<file path="config.mk">
export PLATFORM = sky130hd
export DESIGN_NAME = calc_entry_ctrl
export DESIGN_NICKNAME = d
export VERILOG_FILES = /design/src/rtl/calc_entry_ctrl.sv
export SDC_FILE = /design/constraint.sdc
export NUM_CORES = 1
export LEC_CHECK = 0
export ABC_CLOCK_PERIOD_IN_PS = 9350
export CAP_MARGIN = 20
export CORE_MARGIN = 3
export CORE_UTILIZATION = 45
export CTS_BUF_LIST = sky130_fd_sc_hd__clkbuf_4
export DETAILED_ROUTE_END_ITERATION = 10
export GPL_ROUTABILITY_DRIVEN = 0
export PLACE_DENSITY = 0.66
export REMOVE_ABC_BUFFERS = 1
export SLEW_MARGIN = 5
export SYNTH_ARGS = -nofsm -noshare
export SYNTH_HDL_FRONTEND = slang
export SYNTH_SLANG_ARGS = --single-unit
</file>
<file path="constraint.sdc">
create_clock -name clk -period 9.35 [get_ports clk]
set_input_delay 1.4025 -clock clk [delete_from_list [all_inputs] [get_ports clk]]
set_output_delay 1.4025 -clock clk [all_outputs]
set_load 0.005 [all_outputs]
</file>
<file path="src/rtl/calc_entry_ctrl.sv">
// Keypad-to-ALU sequencing controller: accumulates A, operator and B from key
// pulses, runs one req/gnt/done transaction with the ALU and shows the result.
module calc_entry_ctrl #(
    parameter int WIDTH      = 14,
    parameter int MAX_DIGITS = 4,
    parameter int TIMEOUT    = 255
) (
    input  logic             clk,
    input  logic             rst_n,
    input  logic             key_digit_vld,
    input  logic [3:0]       key_digit,
    input  logic             key_op_vld,
    input  logic [1:0]       key_op,
    input  logic             key_eq,
    input  logic             key_clr,
    output logic             alu_req,
    input  logic             alu_gnt,
    output logic [1:0]       alu_op,
    output logic [WIDTH-1:0] alu_a,
    output logic [WIDTH-1:0] alu_b,
    input  logic             alu_done,
    input  logic [WIDTH-1:0] alu_result,
    input  logic             alu_err,
    output logic [WIDTH-1:0] disp_value,
    output logic             err,
    output logic             busy
);

    localparam int CW = $clog2(MAX_DIGITS + 1);
    localparam int TW = $clog2(TIMEOUT + 1);

    typedef enum logic [2:0] {
        S_ENTER_A = 3'd0,
        S_ENTER_B = 3'd1,
        S_ISSUE   = 3'd2,
        S_WAIT    = 3'd3,
        S_SHOW    = 3'd4,
        S_ERR     = 3'd5
    } state_t;

    state_t           state_q, state_d;
    logic [WIDTH-1:0] alu_a_q, alu_a_d;
    logic [WIDTH-1:0] alu_b_q, alu_b_d;
    logic [1:0]       alu_op_q, alu_op_d;
    logic [CW-1:0]    cnt_q, cnt_d;
    logic [TW-1:0]    tmo_q, tmo_d;
    logic [WIDTH-1:0] disp_q, disp_d;
    logic             req_q, req_d;
    logic             err_q, err_d;
    logic             busy_q, busy_d;

    logic             eq_s, op_s, dig_s, dig_ok_s, dig_room_s;

    // operand*10 + digit, truncated to the operand width
    function automatic logic [WIDTH-1:0] acc_digit(input logic [WIDTH-1:0] v,
                                                   input logic [3:0] d);
        logic [WIDTH+3:0] ext;
        ext = {4'd0, v};
        ext = (ext << 3) + (ext << 1) + {{WIDTH{1'b0}}, d};
        return ext[WIDTH-1:0];
    endfunction

    // Key priority resolution: clr > eq > op > digit
    always_comb begin
        eq_s       = key_eq & ~key_clr;
        op_s       = key_op_vld & ~key_eq & ~key_clr;
        dig_s      = key_digit_vld & ~key_op_vld & ~key_eq & ~key_clr;
        dig_ok_s   = dig_s & (key_digit <= 4'd9);
        dig_room_s = dig_ok_s & (cnt_q < CW'(MAX_DIGITS));
    end

    // State and datapath registers
    always_ff @(posedge clk or negedge rst_n) begin
        if (!rst_n) begin
            state_q  <= S_ENTER_A;
            alu_a_q  <= '0;
            alu_b_q  <= '0;
            alu_op_q <= 2'd0;
            cnt_q    <= '0;
            tmo_q    <= '0;
            disp_q   <= '0;
            req_q    <= 1'b0;
            err_q    <= 1'b0;
            busy_q   <= 1'b0;
        end else begin
            state_q  <= state_d;
            alu_a_q  <= alu_a_d;
            alu_b_q  <= alu_b_d;
            alu_op_q <= alu_op_d;
            cnt_q    <= cnt_d;
            tmo_q    <= tmo_d;
            disp_q   <= disp_d;
            req_q    <= req_d;
            err_q    <= err_d;
            busy_q   <= busy_d;
        end
    end

    // Next-state and operand update
    always_comb begin
        state_d  = state_q;
        alu_a_d  = alu_a_q;
        alu_b_d  = alu_b_q;
        alu_op_d = alu_op_q;
        cnt_d    = cnt_q;
        tmo_d    = tmo_q;
        if (key_clr) begin
            state_d  = S_ENTER_A;
            alu_a_d  = '0;
            alu_b_d  = '0;
            alu_op_d = 2'd0;
            cnt_d    = '0;
            tmo_d    = '0;
        end else begin
            case (state_q)
                S_ENTER_A: begin
                    if (op_s) begin
                        alu_op_d = key_op;
                        alu_b_d  = '0;
                        cnt_d    = '0;
                        state_d  = S_ENTER_B;
                    end else if (dig_room_s) begin
                        alu_a_d = acc_digit(alu_a_q, key_digit);
                        cnt_d   = cnt_q + CW'(1);
                    end else begin
                        state_d = S_ENTER_A;
                    end
                end
                S_ENTER_B: begin
                    if (eq_s) begin
                        state_d = S_ISSUE;
                    end else if (op_s) begin
                        alu_op_d = key_op;
                    end else if (dig_room_s) begin
                        alu_b_d = acc_digit(alu_b_q, key_digit);
                        cnt_d   = cnt_q + CW'(1);
                    end else begin
                        state_d = S_ENTER_B;
                    end
                end
                S_ISSUE: begin
                    if (req_q && alu_gnt) begin
                        tmo_d   = '0;
                        state_d = S_WAIT;
                    end else begin
                        state_d = S_ISSUE;
                    end
                end
                S_WAIT: begin
                    tmo_d = tmo_q + TW'(1);
                    // a done pulse on the final timeout cycle still counts
                    if (alu_done) begin
                        state_d = alu_err ? S_ERR : S_SHOW;
                    end else if (tmo_q == TW'(TIMEOUT - 1)) begin
                        state_d = S_ERR;
                    end else begin
                        state_d = S_WAIT;
                    end
                end
                S_SHOW: begin
                    if (eq_s) begin
                        alu_a_d = disp_q;
                        state_d = S_ISSUE;
                    end else if (op_s) begin
                        alu_a_d  = disp_q;
                        alu_op_d = key_op;
                        alu_b_d  = '0;
                        cnt_d    = '0;
                        state_d  = S_ENTER_B;
                    end else if (dig_ok_s) begin
                        alu_a_d = {{(WIDTH-4){1'b0}}, key_digit};
                        cnt_d   = CW'(1);
                        state_d = S_ENTER_A;
                    end else begin
                        state_d = S_SHOW;
                    end
                end
                S_ERR: begin
                    state_d = S_ERR;
                end
                default: begin
                    state_d = S_ENTER_A;
                end
            endcase
        end
    end

    // Registered output values derived from the next state
    always_comb begin
        req_d  = (state_d == S_ISSUE);
        busy_d = (state_d == S_ISSUE) || (state_d == S_WAIT);
        err_d  = (state_d == S_ERR);
        case (state_d)
            S_ENTER_A: disp_d = alu_a_d;
            S_ENTER_B: disp_d = (cnt_d != {CW{1'b0}}) ? alu_b_d : alu_a_d;
            S_ISSUE:   disp_d = disp_q;
            S_WAIT:    disp_d = disp_q;
            S_SHOW:    disp_d = (state_q == S_WAIT) ? alu_result : disp_q;
            S_ERR:     disp_d = '0;
            default:   disp_d = '0;
        endcase
    end

    assign alu_req    = req_q;
    assign alu_op     = alu_op_q;
    assign alu_a      = alu_a_q;
    assign alu_b      = alu_b_q;
    assign disp_value = disp_q;
    assign err        = err_q;
    assign busy       = busy_q;

endmodule

</file>
# After elaboration in Yosys (flattened, before gate mapping)
# Index checks and enable logic that the tools add are counted.
# Widths: inputs -> output; s select.
# word_totals
regBits	61
latch_bits	0
ramBits	0
rom_bits	0
in_bits	29
out_inout_bits	47
elab_cells	103
n_memories	0
# op_classes
addsub	6
mul	0
n_div	0
magnitude_cmp	2
n_eq_ne	14
n_shift	0
mux	47
bitwise	12
reduce_logical	12
# op_table
cell	n
$mux 14	14
$mux 3	19
$pmux 14 s4	1
$pmux 14 s3	1
$add 14x14->14	2
$add 14x4->14	2
$pmux 14 s2	1
$pmux 3 s6	1
$mux 8	2
$pmux 8 s2	1
$eq 3x2->1 const B	4
$eq 3x3->1 const B	4
$pmux 3 s3	1
$reduce_bool 3->1	3
$add 8x1->8 const B	1
$and 1x1->1	8
$eq 8x8->1 const B	1
$eq 3x1->1 const B	2
$logic_not 3->1	2
$mux 2	3
$ne 3x3->1 const B	2
$reduce_and 2->1	3
$le 4x4->1 const B	1
$not 1->1	4
8 further kinds	10

# Depth between registers and ports, before layout
# Gate-level depths: netlist of run 1.
# logic_depth
ltp_word	15
ltp_mapped	11
ltp_nobuf	11

# Worst setup path before layout of run 1
# No wires, ideal clock.
# synth_timing
kind	input port to flip-flop
startpoint	input key_digit[3]
endpoint	register disp_q[12] (netlist: disp_value[12])
setup_time_ns	0.126
arrival_time_ns	3.838
required_ns	9.224
path_slack_ns	5.386
cell_stages	9
path_buffers	0
cell_sequence	fa_1 -> fa_1 -> a211oi_1 -> nor2_1 -> o31a_1 -> o41ai_1 -> mux2i_1 -> and3_1 -> a221o_1
# synth_via
elab_cells_between_ends	48
cone_classes	add/sub (2); order compare (1); eq/ne (5); mux (33); bitwise (3); reduce/logical (4)
# synth_rtl
element	line	source
start: declaration	11	input logic [3:0] key_digit,
branches (longest 5 deep; another with $add 14x4->14)	n/a	
$pmux 14 s2 *	115	case (state_q)
$mux 14 *	107	if (key_clr) begin
named net alu_a_d[12]	42	logic [WIDTH-1:0] alu_a_q, alu_a_d;
$mux 14	195	S_ENTER_B: disp_d = (cnt_d != {CW{1'b0}}) ? alu_b_d : alu_a_d;
$pmux 14 s4 *	193	case (state_d)
end signal: assignment	92	disp_q <= disp_d;
end: declaration	47	logic [WIDTH-1:0] disp_q, disp_d;
# Mark *: on every way through the listed nets, which the timed path passes.
# A chain may end at the register's enable or synchronous reset.

# Worst setup path in the final report of run 1
# Same ends and word-level chain as after synthesis.

==> results of run 1 <==
[power by group through the flow]
| stage | Clock, mW | Combinational [mW] | Sequential, mW |
|---|---|---|---|
| after floorplan | 0 | 0.0672 | 0.289 |
| after global placement | 0 | 0.127 | 0.294 |
| after detailed placement | 0 | 0.129 | 0.294 |
| after CTS | 0.163 | 0.129 | 0.289 |
| after global routing | 0.173 | 0.143 | 0.291 |
| final | 0.161 | 0.129 | 0.289 |
[cell usage after synthesis, types with 7 or more instances]
cell and instances:
a211oi_1 9, a21oi_1 40, a221o_1 14, a22o_1 11, and3_1 12, clkbuf_1 15
dfrtp_1 61, ha_1 47, inv_1 21, nand2_1 41, nand2b_1 10, nand3_1 28
nor2_1 45, nor3_1 7, o211ai_1 8, o21ai_0 31, xnor2_1 11, xor2_1 7
[worst max-delay path by stage]
| stage | end | start | slack [ns] | cells after the start |
|---|---|---|---|---|
| after floorplan | disp_value[12] | key_digit[3] | 5.39 | 9 |
| after global placement | disp_value[8] | key_digit[3] | 4.53 | 11 |
| after detailed placement | disp_value[12] | key_digit[3] | 4.40 | 10 |
| after CTS | disp_value[12] | key_digit[3] | 4.85 | 10 |
| after global routing | disp_value[12] | key_digit[3] | 4.69 | 10 |
| final | disp_value[12] | key_digit[3] | 4.86 | 10 |
[area by class of cell]
class | instances | area (µm²) | share of cell area
Tap cell | 133 | 166 | 0.0293
Clock buffer | 9 | 67.6 | 0.0119
Clock inverter | 7 | 42.5 | 0.00750
Multi-Input combinational cell | 429 | 3040 | 0.536
Sequential cell | 61 | 1530 | 0.269
Timing Repair Buffer | 76 | 748 | 0.132
Inverter | 22 | 82.6 | 0.0146
[state kept, by name, indices dropped and copies added (netlist names)]
signal	flops
alu_a	14
alu_b	14
alu_op	2
alu_req	1
busy	1
cnt_q	3
disp_value	14
err	1
state_q	3
tmo_q	8
[per-layer routing]
| metal | routed length [µm] | part of all wire | vias to the layer above |
|---|---|---|---|
| li1 | - | - | 2147 |
| met1 | 5830 | 0.43 | 2185 |
| met2 | 6370 | 0.47 | 176 |
| met3 | 938 | 0.069 | 33 |
| met4 | 414 | 0.031 | 0 |
| met5 | 0 | 0 | - |
[kinds of logic (layout without fill, tap and decap cells)]
kind of cell | count (synthesis) | in the layout | synth area share
AND/OR/NAND/NOR | 185 | 185 | 0.203
AO/OA/AOI/OAI | 170 | 170 | 0.251
flip-flops | 61 | 61 | 0.321
adder cells (fa/ha/maj) | 51 | 51 | 0.140
buffers and inverters | 47 | 114 | 0.0412
XOR/XNOR | 18 | 18 | 0.0331
multiplexers | 5 | 5 | 0.0105
==> reports/results.txt, run 1 <==
Status -> finished clean
Synth cell types -> 69
GRT overflow -> 0
Commonest non-fill, non-tap cell in the layout -> clkdlybuf4s50_1
Cts repair resizes -> 0
Setup violators final -> 0
Critical Path RT -> 9.67 ns
Setup CP Type -> input port to register
Post-synth design cell area -> 0.00476 mm²
Hold Path End -> tmo_q[7]
Drt pass-1 iters -> 5
Die width -> 109 µm
Largest net degree at the start of global routing -> 62
Top FF cell, synth -> dfrtp_1
FF-to-FF Start -> state_q[2]
Clock share of power -> 0.278
Max frequency -> 223 MHz
Initial antenna violation count -> 0
Mapped Avg Cell Area -> 8.87 µm²
Crit-path most repeated cell -> fa_1
Utilization after layout -> 0.565
LEAKAGE -> 2.53 nW
Hold-fix buffers, CTS -> 0
Post-synthesis sequential area ratio -> 0.321
Die ar. -> 0.0119 mm²
Yosys warns -> 0
Num CTS Buffers -> 9
Critical path endpoint category -> register
Detailed-route wire length -> 13600 µm
Root Driver -> clkbuf_4
Clk Latency, worst-skew pair -> 0.42 ns
NumNets Final -> 679
Register share of total power -> 0.499
FILL cells -> 931
Tot Pwr -> 579 µW
Num rows -> 36
WHS Path Cells -> 1
GRT Overall Usage -> 0.237
Area delta synth->final -> 19.1%
Vias/cell -> 6.16
Total number of vias -> 4541
Met3 usage -> 0.0420
Gate power share -> 0.223
Initial core utilization -> 0.474
Setup tns final -> 0 ns
Total core area -> 0.0100 mm²
Post-Layout Inst Area -> 0.00567 mm²
Vias in the first global route -> 4390
# clock sinks -> 61
Net Sw Frac -> 0.335
First-pass GRT wire length -> 22000 µm
Buf+Inv Stages, Crit Path -> 1
NetSw -> 194 µW
Post CTS Setup Buffer Count -> 0
Inserted Diodes -> 0
WP data arrival -> 4.81 ns
Final hold slack -> 0.518 ns
Reg2reg setup slack -> 5.88 ns
Die H -> 109 µm
Post-synth EDFFs -> 0
Worst reg2reg path depth -> 7
Most frequent cells in the layout -> 73 x clkdlybuf4s50_1, 61 x dfrtp_1, 47 x ha_1
Transition time of the tightest slew-check pin -> 0.925 ns
Top cell family by delay on the critical path -> compound AO/OA/AOI/OAI gates
Post-DP Area -> 0.00556 mm²
Area contributors post-synth -> dfrtp_1 32%, ha_1 12%, a21oi_1 4.2%
DRC viols -> 0
Pre-CTS setup slack -> 4.40 ns
Reg-to-reg endpoint -> disp_value[4]
Asr flop ratio synth -> 1.00
Final Cycle Share -> 0.480
CP Max Fanout -> 6
Tmin final -> 4.49 ns
Yosys reg bits -> 61
DR WL/cell -> 18.4 µm
Rel. slew slack -> 0.383
Port Buffers -> 75
CTS tree -> done
Routed Antenna Nets -> 0
Hold Fails Final Rpt -> 0
Peak VDD IR -> 71.0 µV
Layout Skew -> 0.0167 ns
Slew Limit Fails -> 0
Detailed Place HPWL -> 10300 µm
Gr busiest metal -> met2
Worst-case clock buffer depth -> 2
Setup slack after layout -> 4.86 ns
Post-Syn Instances -> 537
Hold Crit Class -> register to register
Clock transition at path regs -> 0.12 ns
Max cap viols -> 0
Worst min-delay path startpoint -> tmo_q[7]
Met2 Usage GRT -> 0.387
Post-synth top area cell -> dfrtp_1
Cell chain of the critical path -> clkdlybuf4s50_1 > fa_1 > fa_1 > a211oi_1 > nor2_1 > o31a_1 > o41ai_1 > mux2i_1 > and3_1 > a221o_1
Final std cells w/o fill -> 737
H-tree depth -> 3
Global Route met1 Usage -> 0.311
Post-Place Cells -> 721
Power per cell area -> 102 mW/mm²
Starting DRC count in detailed routing -> 232
Post-synth top area share -> 0.321
Layout cells sized above 1 -> 0.0579
RSZ-0062 raised after global routing -> false
Pint -> 386 µW
Slowest cell on crit path -> fa_1
Crit path launch type -> input port
Top Ports -> 76
Max incr delay on CP -> 0.59 ns
(Power assumes the default switching activity.)
==> run 2, diff against run 1 <==
- ABC_CLOCK_PERIOD_IN_PS: 9350 -> 3800
- PLACE_DENSITY: 0.66 -> 0.69
- clock period: 9.35 -> 3.8 ns (I/O delays scaled with it)
==> run 2 against run 1 <==
Net effect: via count rose by 2.2%; clock skew grew 0.0072 ns; largest cell class unchanged; global-route usage rose by 1.3 points; critical path type unchanged; largest power group unchanged; setup slack lost 4.5 ns; flip-flop and latch count stayed put; register-to-register slack got worse by 5.3 ns; hold slack worse by 0.27 ns; cell count rose by 2.4%; first-iteration DRC count is 55% higher; die area unchanged.
==> reports/results.txt, run 2 (synthesis results as in run 1) <==
Critical Path RT -> 4.11 ns (-5.56 ns)
Num rows -> 36 (unchanged)
Num CTS Buffers -> 9 (unchanged)
Worst-case clock buffer depth -> 2 (unchanged)
Sequential cell area -> 0.00153 mm² (unchanged)
Die ar. -> 0.0119 mm² (unchanged)
Port Buffers -> 75 (unchanged)
Die width -> 109 µm (unchanged)
Max cap viols -> 0 (unchanged)
Final Cycle Share -> 0.903
# clock sinks -> 61 (unchanged)
Area delta synth->final -> 22.5%
Clock transition at path regs -> 0.14 ns (+0.02 ns)
Initial antenna violation count -> 0 (unchanged)
Root Driver -> clkbuf_4
Clk Latency, worst-skew pair -> 0.43 ns (about the same)
Power per cell area -> 251 mW/mm² (+150%)
Setup tns final -> 0 ns (unchanged)
CP Max Fanout -> 3 (-3)
Vias in the first global route -> 4520 (+3.0%)
Max frequency -> 291 MHz
Crit path capture -> disp_value[12]
Tmin final -> 3.43 ns
FF-to-FF Start -> alu_a[0]
Top cell family by delay on the critical path -> compound AO/OA/AOI/OAI gates
NumNets Final -> 697 (+2.7%)
WP data arrival -> 3.75 ns (-1.06 ns)
Cts repair resizes -> 0 (unchanged)
Tot Pwr -> 1.46 mW (+150%)
Final std cells w/o fill -> 755 (+2.4%)
Vias/cell -> 6.15 (-0.19%)
Status -> finished clean
LEAKAGE -> 2.63 nW (+4.1%)
RSZ-0062 raised after global routing -> false
Commonest non-fill, non-tap cell in the layout -> clkdlybuf4s50_1
GRT overflow -> 0 (unchanged)
Top Ports -> 76 (unchanged)
Routed Antenna Nets -> 0 (unchanged)
Initial core utilization -> 0.474 (unchanged)
Rel. slew slack -> 0.388 (+0.00519)
Total core area -> 0.0100 mm² (unchanged)
Peak VDD IR -> 134 µV (+89%)
Post CTS Setup Buffer Count -> 0 (unchanged)
Slew Limit Fails -> 0 (unchanged)
Slowest cell on crit path -> fa_1
Max incr delay on CP -> 0.58 ns (about the same)
Die H -> 109 µm (unchanged)
Post-DP Area -> 0.00572 mm² (+2.7%)
Layout Skew -> 0.0239 ns (+0.00716 ns)
Crit path launch type -> input port
Transition time of the tightest slew-check pin -> 0.918 ns (-0.00778 ns)
Total number of vias -> 4643 (+2.2%)
Hold-fix buffers, CTS -> 0 (unchanged)
Post-Place Cells -> 739 (+2.5%)
Levels on crit path -> 10 (unchanged)
Post-Layout Inst Area -> 0.00583 mm² (+2.8%)
Hold Crit Class -> input port to async pin
Setup CP Type -> input port to register
GRT Overall Usage -> 0.250 (+0.0131)
Inserted Diodes -> 0 (unchanged)
Most frequent cells in the layout -> 74 x clkdlybuf4s50_1, 61 x dfrtp_1, 47 x ha_1
Buf+Inv Stages, Crit Path -> 1 (unchanged)
Layout cells sized above 1 -> 0.0884 (+0.0305)
Worst Setup SP -> key_digit[3]
Worst reg2reg path depth -> 9 (+2)
Detailed-route wire length -> 14000 µm (+3.5%)
Detailed Place HPWL -> 10600 µm (+2.8%)
Multi-input logic area -> 0.00304 mm² (unchanged)
Hold Fails Final Rpt -> 0 (unchanged)
Reg-to-reg endpoint -> disp_value[12]
DRC viols -> 0 (unchanged)
Starting DRC count in detailed routing -> 360 (+55%)
Cell chain of the critical path -> clkdlybuf4s50_1 > fa_1 > fa_1 > a211oi_1 > nor2_1 > o31a_1 > o41ai_1 > mux2i_1 > and3_1 > a221o_1
Crit-path most repeated cell -> fa_1
Reg2reg setup slack -> 0.60 ns (-5.28 ns)
Setup violators final -> 0 (unchanged)
First-pass GRT wire length -> 23200 µm (+5.6%)
Drt pass-1 iters -> 5 (unchanged)
H-tree depth -> 3 (unchanged)
CTS tree -> done
FILL cells -> 909 (-2.4%)
Largest net degree at the start of global routing -> 40 (-35%)
Critical path endpoint category -> register
DR WL/cell -> 18.6 µm (+1.1%)
-- run 2: changes by cell type in the layout (fill, tap and decap cells not counted) --
cell,previous run,this run
clkdlybuf4s50_1,73,74
inv_6,0,1
clkinv_2,0,2
buf_2,2,1
buf_12,0,1
clkinv_1,4,1
buf_4,1,18
-- run 2: through the flow --
step	setup WS [ns]	hold slack (ns)	utilization
global route	0.181	0.290	0.581
CTS	0.395	0.259	0.581
detailed placement	-0.0212	0.504	0.569
global placement	-0.0164	0.491	0.569
finish	0.367	0.251	0.581
floorplan	0.669	0.274	-
-- run 2: final cells by class --
class / instances / share of cell area
timing repair buffer: 94 / 0.154
sequential: 61 / 0.262
clock inverter: 7 / 0.00858
inverter: 22 / 0.0142
clock buffer: 9 / 0.0116
multi-input combinational: 429 / 0.521
tap: 133 / 0.0285
-- run 2: worst min path at each step --
| stage | slack (ns) | cells past startpoint | endpoint | start |
|---|---|---|---|---|
| 3_3_place_gp | 0.49 | 1 | tmo_q[7] | tmo_q[7] |
| 4_1_cts | 0.26 | 1 | alu_a[2] | rst_n |
| 5_1_grt | 0.29 | 1 | alu_a[2] | rst_n |
| 3_5_place_dp | 0.50 | 1 | tmo_q[7] | tmo_q[7] |
| 2_1_floorplan | 0.27 | 0 | alu_a[0] | rst_n |
| 6_report | 0.25 | 1 | alu_a[2] | rst_n |
-- run 2: power by group --
group          switching [mW]  internal, mW  total, mW
registers              0.0347         0.673      0.708
logic                   0.180         0.159      0.340
clock network           0.280         0.135      0.415
-- run 2: per-layer routing --
layer | GRT usage | routed length, µm | part of all wire
met5 | 0 | 0 | 0
met4 | 0.0685 | 257 | 0.018
met3 | 0.0527 | 1160 | 0.083
met2 | 0.417 | 6790 | 0.48
met1 | 0.329 | 5820 | 0.41
==> run 3, diff against run 2 <==
- CORE_UTILIZATION: 45 -> 51
- PLACE_DENSITY: 0.69 -> 0.77
==> run 3 against run 2 <==
Net effect: largest power group unchanged; clock power increased by 9.4%; global-route usage increased by 1.7 points; power increased by 2.6%; critical path depth unchanged; cell area about the same; clock skew decreased by 0.0083 ns.
==> reports/results.txt, run 3 (synthesis results as in run 1) <==
Status -> finished clean
Hold Crit Class -> input port to async pin
Initial core utilization -> 0.536 (+0.0615)
Drt pass-1 iters -> 5 (unchanged)
CP Max Fanout -> 3 (unchanged)
Gr busiest metal -> met2
Hold-fix buffers, CTS -> 0 (unchanged)
Crit-path most repeated cell -> fa_1
Detailed-route wire length -> 13600 µm (-2.9%)
Power per cell area -> 257 mW/mm² (+2.6%)
Max frequency -> 291 MHz (-0.14%)
Rel. slew slack -> 0.336 (-0.0520)
Slew Limit Fails -> 0 (unchanged)
Met2 Usage GRT -> 0.450 (+0.0337)
Vias in the first global route -> 4477 (-0.95%)
Starting DRC count in detailed routing -> 294 (-18%)
Detailed Place HPWL -> 10500 µm (-1.0%)
Clk Latency, worst-skew pair -> 0.41 ns (-0.02 ns)
Tmin final -> 3.44 ns (+0.00473 ns)
Buf+Inv Stages, Crit Path -> 1 (unchanged)
Port Buffers -> 75 (unchanged)
Vias/cell -> 6.41 (+4.3%)
Met3 usage -> 0.0413 (-0.0114)
GRT Overall Usage -> 0.267 (+0.0173)
Root Driver -> clkbuf_4
Commonest non-fill, non-tap cell in the layout -> clkdlybuf4s50_1
Worst-case clock buffer depth -> 2 (unchanged)
Total number of vias -> 4708 (+1.4%)
FF-to-FF Start -> alu_a[0]
Inserted Diodes -> 0 (unchanged)
WP data arrival -> 3.74 ns (about the same)
First-pass GRT wire length -> 22100 µm (-4.8%)
Most frequent cells in the layout -> 73 x clkdlybuf4s50_1, 61 x dfrtp_1, 47 x ha_1
Largest net degree at the start of global routing -> 44 (+10%)
# clock sinks -> 61 (unchanged)
Die ar. -> 0.0105 mm² (-11%)
Critical path endpoint category -> register
Global Route met1 Usage -> 0.355 (+0.0264)
Top Ports -> 76 (unchanged)
DRC viols -> 0 (unchanged)
Setup violators final -> 0 (unchanged)
Final hold slack -> 0.306 ns (+0.0548 ns)
LEAKAGE -> 2.66 nW (+0.91%)
Num rows -> 34 (-5.6%)
Cts repair resizes -> 0 (unchanged)
Final std cells w/o fill -> 734 (-2.8%)
Initial antenna violation count -> 0 (unchanged)
Setup tns final -> 0 ns (unchanged)
Clock transition at path regs -> 0.12 ns (-0.02 ns)
Layout Skew -> 0.0156 ns (-0.00827 ns)
Peak VDD IR -> 226 µV (+69%)
Critical Path RT -> 4.10 ns (about the same)
Utilization after layout -> 0.656 (+0.0751)
Cell chain of the critical path -> clkdlybuf4s50_1 > fa_1 > fa_1 > a211oi_1 > nor2_1 > o31a_1 > o41ai_1 > mux2i_1 > and3_1 > a221o_1
Hold Fails Final Rpt -> 0 (unchanged)
DR WL/cell -> 18.6 µm (-0.12%)
Worst Setup SP -> key_digit[3]
Total core area -> 0.00889 mm² (-11%)
Crit path launch type -> input port
Slowest cell on crit path -> fa_1
Max incr delay on CP -> 0.58 ns (about the same)
Routed Antenna Nets -> 0 (unchanged)
Die H -> 103 µm (-5.7%)
Setup CP Type -> input port to register
Top cell family by delay on the critical path -> compound AO/OA/AOI/OAI gates
H-tree depth -> 3 (unchanged)
NumNets Final -> 701 (+0.57%)
Post CTS Setup Buffer Count -> 0 (unchanged)
RSZ-0062 raised after global routing -> false
Tot Pwr -> 1.50 mW (+2.6%)
Layout cells sized above 1 -> 0.0927 (+0.00423)
Die width -> 103 µm (-5.7%)
Post-Place Cells -> 718 (-2.8%)
Area delta synth->final -> 22.4% (about the same)
Final Cycle Share -> 0.905 (+0.00124)
Transition time of the tightest slew-check pin -> 0.996 ns (+0.0781 ns)
Max cap viols -> 0 (unchanged)
GRT overflow -> 0 (unchanged)
Reg2reg setup slack -> 0.62 ns (+0.02 ns)
CTS tree -> done
Num CTS Buffers -> 9 (unchanged)
[run 3: changes by cell type in the layout (fill, tap and decap cells not counted)]
cell | previous run | this run
buf_4 | 18 | 23
inv_6 | 1 | 0
buf_12 | 1 | 0
bufinv_16 | 0 | 1
clkdlybuf4s50_1 | 74 | 73
clkinvlp_4 | 3 | 2
clkinv_1 | 1 | 3
buf_2 | 1 | 2
clkinv_2 | 2 | 1
[run 3: final timing paths]
| check | depth (start not counted) | endpoint |
|---|---|---|
| worst max-delay path | 10 | disp_value[12] |
| worst min-delay path | 1 | alu_b[12] |
| worst max register to register | 9 | disp_value[12] |
| worst min register to register | 1 | tmo_q[7] |
| max in group asynchronous | 2 | alu_a[7] |
| min in group clk | 1 | tmo_q[7] |
[run 3: per-stage QoR]
stage               area (µm²)  setup WS (ns)
detailed placement        5700        -0.0609
CTS                       5830          0.383
global placement          5700       0.000593
floorplan                 4650          0.669
global route              5830          0.203
finish                    5830          0.363
[run 3: area by class of cell]
type	count	area, µm²
Fill cell	738	3060
Multi-Input combinational cell	429	3040
Sequential cell	61	1530
Timing Repair Buffer	98	913
Tap cell	108	135
Inverter	22	82.6
Clock buffer	9	67.6
Clock inverter	7	66.3
[run 3: layer usage]
layer	vias up	part of all wire
li1	2203	-
met1	2206	0.42
met2	261	0.48
met3	38	0.080
met4	0	0.024
met5	-	0
[run 3: power by group]
part	internal (mW)	switching [mW]	leakage, nW
combinational	0.158	0.180	1.75
sequential	0.673	0.0340	0.842
clock	0.196	0.258	0.0670
